==> config.mk <==
export PLATFORM = sky130hd
export DESIGN_NAME = pong_match_ctrl
export DESIGN_NICKNAME = d
export VERILOG_FILES = /design/src/rtl/pong_pkg.sv /design/src/rtl/pong_step_timer.sv /design/src/rtl/pong_match_ctrl.sv
export SDC_FILE = /design/constraint.sdc
export NUM_CORES = 1
export LEC_CHECK = 0
export CORE_AREA = 4 4 93 60
export DETAILED_ROUTE_END_ITERATION = 12
export DIE_AREA = 0 0 97 64
export PLACE_DENSITY = 0.82
export SETUP_SLACK_MARGIN = 0.05
export SLEW_MARGIN = 0
export SYNTH_ARGS = -nofsm -noshare
export SYNTH_HDL_FRONTEND = slang
export SYNTH_SLANG_ARGS = --single-unit
==> constraint.sdc <==
create_clock -name clk -period 2.3 [get_ports clk]
set_input_delay 0.23 -clock clk [delete_from_list [all_inputs] [get_ports clk]]
set_output_delay 0.23 -clock clk [all_outputs]
set_load 0.03 [all_outputs]
==> src/rtl/pong_pkg.sv <==
// Shared types and constants for the pong match sequencer and its step timer.
package pong_pkg;

    typedef enum logic [2:0] {
        ST_IDLE,
        ST_SERVE,
        ST_RALLY,
        ST_PAUSE,
        ST_OVER
    } state_t;

    localparam logic P0 = 1'b0;
    localparam logic P1 = 1'b1;

    localparam int DIV_W   = 24;
    localparam int SCORE_W = 4;
    localparam logic [SCORE_W-1:0] SCORE_MAX = 4'd15;

    function automatic logic [SCORE_W-1:0] sat_inc(input logic [SCORE_W-1:0] s);
        return (s == SCORE_MAX) ? s : s + 4'd1;
    endfunction

    // Lead is compared at 5 bits so that other+2 cannot wrap near the cap.
    function automatic logic wins(input logic [SCORE_W-1:0] mine,
                                  input logic [SCORE_W-1:0] other,
                                  input logic [SCORE_W-1:0] win_score);
        return (mine == SCORE_MAX) ||
               ((mine >= win_score) && ({1'b0, mine} >= {1'b0, other} + 5'd2));
    endfunction

endpackage

==> src/rtl/pong_step_timer.sv <==
// Loadable-period ball-step divider with a clamped period decrement; a new
// period only becomes active at the next wrap of the count.
module pong_step_timer
    import pong_pkg::*;
#(
    parameter logic [DIV_W-1:0] DIV_INIT = 24'd12_500_000,
    parameter logic [DIV_W-1:0] DIV_MIN  = 24'd3_000_000,
    parameter logic [DIV_W-1:0] DIV_DEC  = 24'd500_000
) (
    input  logic clk,
    input  logic reset,
    input  logic run,
    input  logic load,
    input  logic dec,
    output logic tick
);

    logic [DIV_W-1:0] cnt_q, cnt_d;
    logic [DIV_W-1:0] cur_q, cur_d;
    logic [DIV_W-1:0] pend_q, pend_d;

    // Kept as its own assign so the tick never shares a process with load.
    assign tick = run && (cnt_q == cur_q - 24'd1);

    always_comb begin
        cnt_d  = cnt_q;
        cur_d  = cur_q;
        pend_d = pend_q;
        if (load) begin
            cnt_d  = '0;
            cur_d  = DIV_INIT;
            pend_d = DIV_INIT;
        end else if (run) begin
            if (dec) begin
                pend_d = (pend_q >= DIV_MIN + DIV_DEC) ? pend_q - DIV_DEC : DIV_MIN;
            end
            if (tick) begin
                cnt_d = '0;
                cur_d = pend_d;
            end else begin
                cnt_d = cnt_q + 24'd1;
            end
        end
    end

    always_ff @(posedge clk or posedge reset) begin
        if (reset) begin
            cnt_q  <= '0;
            cur_q  <= DIV_INIT;
            pend_q <= DIV_INIT;
        end else begin
            cnt_q  <= cnt_d;
            cur_q  <= cur_d;
            pend_q <= pend_d;
        end
    end

endmodule

==> src/rtl/pong_match_ctrl.sv <==
// Match sequencer above the rally engine: serve, step pacing, scoring, win, pause.
// Define PONG_SPEEDUP_EN to let returned hits shorten the ball-step period.
module pong_match_ctrl
    import pong_pkg::*;
#(
    parameter logic [DIV_W-1:0]   STEP_DIV_INIT = 24'd12_500_000,
    parameter logic [DIV_W-1:0]   STEP_DIV_MIN  = 24'd3_000_000,
    parameter logic [DIV_W-1:0]   STEP_DIV_DEC  = 24'd500_000,
    parameter logic [SCORE_W-1:0] WIN_SCORE     = 4'd11,
    parameter logic [2:0]         SERVE_ROTATE  = 3'd2,
    parameter logic [3:0]         PAUSE_STEPS   = 4'd4
) (
    input  logic               clk,
    input  logic               reset,
    input  logic               start,
    input  logic               btn_p0,
    input  logic               btn_p1,
    input  logic               hit,
    input  logic               point_p0,
    input  logic               point_p1,
    output logic               step_en,
    output logic               rally_start,
    output logic               server,
    output logic [SCORE_W-1:0] score0,
    output logic [SCORE_W-1:0] score1,
    output logic               in_rally,
    output logic               game_over,
    output logic               winner
);

    state_t             state_q, state_d;
    logic [SCORE_W-1:0] score0_q, score0_d;
    logic [SCORE_W-1:0] score1_q, score1_d;
    logic               server_q, server_d;
    logic               winner_q, winner_d;
    logic               let_q, let_d;
    logic [3:0]         pause_cnt_q, pause_cnt_d;
    logic               rally_start_q, rally_start_d;
    logic               step_en_q, step_en_d;

    logic step_tick, timer_load, timer_dec, timer_run;
    logic serve_btn, win0, win1, deuce, rotate;
    logic [SCORE_W:0] total;

`ifdef PONG_SPEEDUP_EN
    assign timer_dec = hit && (state_q == ST_RALLY);
`else
    logic unused_hit;
    assign unused_hit = hit;
    assign timer_dec  = 1'b0;
`endif

    assign timer_run = (state_q == ST_RALLY) || (state_q == ST_PAUSE);
    assign serve_btn = (server_q == P0) ? btn_p0 : btn_p1;

    assign total  = {1'b0, score0_q} + {1'b0, score1_q};
    assign deuce  = (score0_q >= WIN_SCORE - 4'd1) && (score1_q >= WIN_SCORE - 4'd1);
    assign rotate = deuce || ((total % {2'b00, SERVE_ROTATE}) == 5'd0);
    assign win0   = wins(score0_q, score1_q, WIN_SCORE);
    assign win1   = wins(score1_q, score0_q, WIN_SCORE);

    pong_step_timer #(
        .DIV_INIT (STEP_DIV_INIT),
        .DIV_MIN  (STEP_DIV_MIN),
        .DIV_DEC  (STEP_DIV_DEC)
    ) u_step_timer (
        .clk   (clk),
        .reset (reset),
        .run   (timer_run),
        .load  (timer_load),
        .dec   (timer_dec),
        .tick  (step_tick)
    );

    // NOTE: sequential state uses non-blocking assignments only, so every flop
    // samples the pre-edge values computed by the combinational process.
    always_ff @(posedge clk or posedge reset) begin
        if (reset) begin
            state_q       <= ST_IDLE;
            score0_q      <= '0;
            score1_q      <= '0;
            server_q      <= P0;
            winner_q      <= P0;
            let_q         <= 1'b0;
            pause_cnt_q   <= '0;
            rally_start_q <= 1'b0;
            step_en_q     <= 1'b0;
        end else begin
            state_q       <= state_d;
            score0_q      <= score0_d;
            score1_q      <= score1_d;
            server_q      <= server_d;
            winner_q      <= winner_d;
            let_q         <= let_d;
            pause_cnt_q   <= pause_cnt_d;
            rally_start_q <= rally_start_d;
            step_en_q     <= step_en_d;
        end
    end

    // NOTE: every signal is given a default before the case, so no path
    // through this process can leave one unassigned and infer a latch.
    always_comb begin
        state_d       = state_q;
        score0_d      = score0_q;
        score1_d      = score1_q;
        server_d      = server_q;
        winner_d      = winner_q;
        let_d         = let_q;
        pause_cnt_d   = pause_cnt_q;
        rally_start_d = 1'b0;
        timer_load    = 1'b0;
        step_en_d     = step_tick && (state_q == ST_RALLY);

        if (start) begin
            state_d  = ST_SERVE;
            score0_d = '0;
            score1_d = '0;
            server_d = P0;
            winner_d = P0;
        end else begin
            case (state_q)
                ST_SERVE: begin
                    if (serve_btn) begin
                        rally_start_d = 1'b1;
                        timer_load    = 1'b1;
                        state_d       = ST_RALLY;
                    end
                end
                ST_RALLY: begin
                    if (point_p0 || point_p1) begin
                        timer_load  = 1'b1;
                        pause_cnt_d = '0;
                        let_d       = point_p0 && point_p1;
                        state_d     = ST_PAUSE;
                        if (point_p0 && !point_p1) score0_d = sat_inc(score0_q);
                        if (point_p1 && !point_p0) score1_d = sat_inc(score1_q);
                    end
                end
                ST_PAUSE: begin
                    if (step_tick) begin
                        if (pause_cnt_q == PAUSE_STEPS - 4'd1) begin
                            if (!let_q && rotate) server_d = ~server_q;
                            if (win0 || win1) begin
                                winner_d = win1 ? P1 : P0;
                                state_d  = ST_OVER;
                            end else begin
                                state_d = ST_SERVE;
                            end
                        end else begin
                            pause_cnt_d = pause_cnt_q + 4'd1;
                        end
                    end
                end
                default: ;
            endcase
        end
    end

    always_comb begin
        step_en     = step_en_q;
        rally_start = rally_start_q;
        server      = server_q;
        score0      = score0_q;
        score1      = score1_q;
        in_rally    = (state_q == ST_RALLY);
        game_over   = (state_q == ST_OVER);
        winner      = game_over && winner_q;
    end

endmodule

==> impl_summary.txt <==
----------------------------------------------------
[Floorplan]
  Die Ht ... between 60 and 70 microns
  Number of core rows ... 20
  Die outline area ... around 6200 sq um
  Effective utilization at floorplan ... 55.0%
  I/O pin cnt ... 22
  Total core area ... 4830 sq um
  X dimension of the die ... between 90 and 100 microns

[Global routing]
  Vias in the first global route ... about 2300
  Global-route wire length before repair ... roughly 11 mm
  Initial antenna violation count ... 0
  Global route total overflow ... 0
  Maximum number of pins on one net before global-route repair ... 45
  GR Layer Usage met3 ... under 10%
  Busiest layer in global routing ... met2
  Met1 GRT Util ... between 30 and 40%
  Tot GR Track Use ... 23.2%
  Met2 usage in global routing ... a little over a third

[Route]
  DRT Wirelength ... 6.66 mm
  Routed via count ... between 2000 and 2500
  DRC violations left ... 0
  Initial DRT Pass Iterations ... 4
  Routed vias/inst ... roughly 5.9
  Starting DRC count in detailed routing ... approximately 160
  Routed length per instance ... about 17 microns
  Remaining antenna violation count ... 0

[Synth]
  Number of enable flip-flop cells after synthesis ... 0
  Top cells by area, synth ... sky130_fd_sc_hd__dfrtp_1 41%, sky130_fd_sc_hd__ha_1 7.1%, sky130_fd_sc_hd__nor2_1 5.5%, sky130_fd_sc_hd__xnor2_1 4.3%, sky130_fd_sc_hd__xor2_1 4.0%
  Nets in the synthesized netlist ... between 300 and 400
  Share of flip-flops with an asynchronous set or reset after synthesis ... 100%
  Sequential area share after synthesis ... around 41%
  Post-synthesis sequential element count ... 44
  Area share of the largest cell type after synthesis ... just over 40%
  Avg Cell Area, Syn ... between 9 and 10 sq um
  Gate count after technology mapping ... around 280
  Count of distinct cell types in the synthesized netlist ... 52
  Yosys top cell by area ... sky130_fd_sc_hd__dfrtp_1
  Cell area after synthesis ... about 2700 sq um
  Number of warnings issued by yosys ... 0
  Primary flip-flop cell chosen by synthesis mapping ... sky130_fd_sc_hd__dfrtp_1

[Power and ir drop]
  Sum of internal, switching and leakage power ... 1560 uW
  Worst vdd rail ir drop ... around 0.4 mV
  Power density relative to cell area ... about 490 nW/um^2
  Leakage power ... 0.00137 uW

[Cells and area]
  Layout area overhead ... 20.7%
  Count of filler cells inserted in the layout ... between 300 and 400
  Count of inserted antenna diode cells ... 0
  Post-route core utilization ... between 60 and 70%
  Nets ... 353
  Fraction of layout instances using a drive strength above 1 ... between 10% and 20%

[Run status]
  Result of the run ... finished clean

[Setup path]
  Crit-path slowest cell ... sky130_fd_sc_hd__or4_4
  CP Max Fanout ... 7
  Worst-case reg-to-reg path depth ... 6
  Type of destination of the critical path ... flop
  Worst R2R Setup Slack ... 150 ps
  Arrival time at the worst endpoint ... approximately 2400 ps
  CP required ... 2490 ps
  Critical register-to-register path startpoint ... u_step_timer.cnt_q[0]
  Critical path class ... flop to flop
  CP cell instances ... ha_2 > and4_1 > nand4_1 > or4_4 > or3_1 > mux2_1
  Crit-path max cell delay ... about 500 ps
  Worst r2r dst ... pause_cnt_q[1]
  Worst Setup Start Kind ... flop
  CP startpoint ... u_step_timer.cnt_q[0]

[STA]
  Post-route clock period utilization ... 93.6%
  Top achievable clock speed ... about 460 MHz
  Slew margin rel. ... a little over three fifths
  # setup viols final ... 0
  Final clock skew ... 4.65 ps
  Max Slew Vio Count ... 0
  Period minus WS final ... about 2200 ps
  Post-Route Setup TNS ... 0 ps
  Transition time of the tightest slew-check pin ... 550 ps
  Hold violation total from the final report ... 0

[Hold path]
  Hold WC Path Type ... primary input to async pin

[Placed design]
  Port buffer count ... 20
  Final Wtd Congestion ... 0.924
  Sum of net half-perimeters after detailed placement ... between 4 and 5 mm

[Clocking]
  Insertion delay of the later-clocked pin in the worst-skew pair ... approximately 310 ps
  Clock-pin slew on the worst setup and hold paths ... approximately 80 ps
  Root buf cell ... sky130_fd_sc_hd__clkbuf_8
  Clock tree from TritonCTS ... done
  Cts bufs inserted ... 5
  H-tree lvl count ... 2
  Clock Tree Buf Depth ... 2
  Clock Sinks ... 44

[Flow run]
  Max Cap Violations ... 0

----------------------------------------------------
## worst max-delay path, delay by kind of cell (launching register included)
family / cells / cell delay, ps
adder cells (fa/ha/maj): 1 / 200
flip-flops: 1 / 370
multiplexers: 1 / 320
AND/OR/NAND/NOR: 4 / 1150
## repair_timing
item	in CTS	in global routing
pin swaps	4	1
endpoints found under the setup margin	3	28
gates cloned	1	0
hold buffers	0	0
buffers inserted	4	0
resized for setup	5	6
## logic make-up after synthesis
family	count (synthesis)	share of synthesized area (%)
xor+xnor	25	8.25
mux	2	0.801
fa+ha+maj	15	7.07
flops	44	41.5
buf+inv	20	3.63
compound gates	43	11.0
simple gates	135	27.8
## metal layers
layer,up-vias,wire length [microns]
met1,1117,3170
li1,1124,-
met4,0,105
met5,-,0
met2,79,2920
met3,12,469
## metrics by stage
| stage | worst slack [ps] | instances | hold slack (ps) | instance area (sq um) |
|---|---|---|---|---|
| finish | 147 | 396 | 347 | 3200 |
| global route | -1.02 | 396 | 436 | 3200 |
| floorplan | 244 | 284 | 374 | 2660 |
| CTS | 63.4 | 396 | 385 | 3180 |
| detailed placement | 57.8 | 384 | 510 | 3060 |
| global placement | 107 | 384 | 488 | 3060 |
## power by group
part	switching, uW	internal (uW)	leakage (uW)
registers	28.9	809	0.000602
logic	147	103	0.000727
clock network	268	207	0.0000410
total	444	1120	0.00137
## Yosys cell counts, types with 2 or more instances
cell and instances:
sky130_fd_sc_hd__a211oi_1 2, sky130_fd_sc_hd__a21oi_1 12, sky130_fd_sc_hd__a31oi_1 3, sky130_fd_sc_hd__and2_1 3, sky130_fd_sc_hd__and3_1 3, sky130_fd_sc_hd__and4_1 2
sky130_fd_sc_hd__buf_2 2, sky130_fd_sc_hd__buf_6 2, sky130_fd_sc_hd__clkbuf_1 3, sky130_fd_sc_hd__dfrtp_1 44, sky130_fd_sc_hd__ha_1 15, sky130_fd_sc_hd__inv_1 11
sky130_fd_sc_hd__nand2_1 20, sky130_fd_sc_hd__nand2b_1 2, sky130_fd_sc_hd__nand3_1 11, sky130_fd_sc_hd__nand4_1 10, sky130_fd_sc_hd__nand4b_1 3, sky130_fd_sc_hd__nor2_1 39
sky130_fd_sc_hd__nor2b_1 2, sky130_fd_sc_hd__nor3_1 10, sky130_fd_sc_hd__nor3b_1 3, sky130_fd_sc_hd__nor4_1 4, sky130_fd_sc_hd__nor4b_1 3, sky130_fd_sc_hd__nor4b_2 2
sky130_fd_sc_hd__o21ai_0 11, sky130_fd_sc_hd__o221ai_1 2, sky130_fd_sc_hd__o31ai_1 4, sky130_fd_sc_hd__or3_1 6, sky130_fd_sc_hd__or4_1 4, sky130_fd_sc_hd__xnor2_1 13
sky130_fd_sc_hd__xor2_1 12
## flip-flops by register name, indices dropped and copies added (netlist names)
register            flops
u_step_timer.cnt_q     24
pause_cnt_q             4
score0                  4
score1                  4
state_q                 3
let_q                   1
rally_start             1
server                  1
step_en                 1
winner_q                1
## layout make-up
cell class / instances / area [sq um] / area share [%]
clock buffer: 6 / 72.6 / 2.26
timing repair buffer: 47 / 400 / 12.5
clock inverter: 1 / 5.00 / 0.156
sequential: 44 / 1100 / 34.4
inverter: 11 / 41.3 / 1.29
tap: 66 / 82.6 / 2.58
multi-input combinational: 221 / 1500 / 46.8
## worst max-delay path by stage
stage	slack, ps	to	depth (start not counted)
2_1_floorplan	240	winner_q	8
3_3_place_gp	110	pause_cnt_q[1]	6
3_5_place_dp	60	pause_cnt_q[1]	6
4_1_cts	60	winner_q	7
5_1_grt	-1	winner_q	8
6_report	150	pause_cnt_q[1]	6
## cells in the final DEF, fill, tap and decap left out, types with 2 or more instances in the layout
cell type / Yosys / final
sky130_fd_sc_hd__and2_1: 3 / 3
sky130_fd_sc_hd__and3_1: 3 / 3
sky130_fd_sc_hd__inv_1: 11 / 10
sky130_fd_sc_hd__or3_1: 6 / 6
sky130_fd_sc_hd__nor3b_1: 3 / 3
sky130_fd_sc_hd__nand2_1: 20 / 19
sky130_fd_sc_hd__nand4_1: 10 / 10
sky130_fd_sc_hd__nand2b_1: 2 / 2
sky130_fd_sc_hd__nand2_2: 1 / 2
sky130_fd_sc_hd__nand3_1: 11 / 10
sky130_fd_sc_hd__dfrtp_1: 44 / 43
sky130_fd_sc_hd__nor4_1: 4 / 4
sky130_fd_sc_hd__or4_4: 1 / 2
sky130_fd_sc_hd__nor2b_1: 2 / 2
sky130_fd_sc_hd__or4_1: 4 / 4
sky130_fd_sc_hd__xnor2_1: 13 / 13
sky130_fd_sc_hd__a211oi_1: 2 / 2
sky130_fd_sc_hd__clkbuf_8: 0 / 5
sky130_fd_sc_hd__dlygate4sd2_1: 0 / 2
sky130_fd_sc_hd__o31ai_1: 4 / 4
sky130_fd_sc_hd__nor3_1: 10 / 9
sky130_fd_sc_hd__nor2_1: 39 / 39
sky130_fd_sc_hd__ha_1: 15 / 14
sky130_fd_sc_hd__xor2_1: 12 / 12
sky130_fd_sc_hd__a31oi_1: 3 / 3
sky130_fd_sc_hd__nand4b_1: 3 / 3
sky130_fd_sc_hd__and4_1: 2 / 2
sky130_fd_sc_hd__nor4b_2: 2 / 4
sky130_fd_sc_hd__buf_4: 1 / 27
sky130_fd_sc_hd__o21ai_0: 11 / 11
sky130_fd_sc_hd__a21oi_1: 12 / 11
sky130_fd_sc_hd__clkdlybuf4s50_1: 0 / 18
sky130_fd_sc_hd__o221ai_1: 2 / 2
Power figures use the tool's default switching activity.
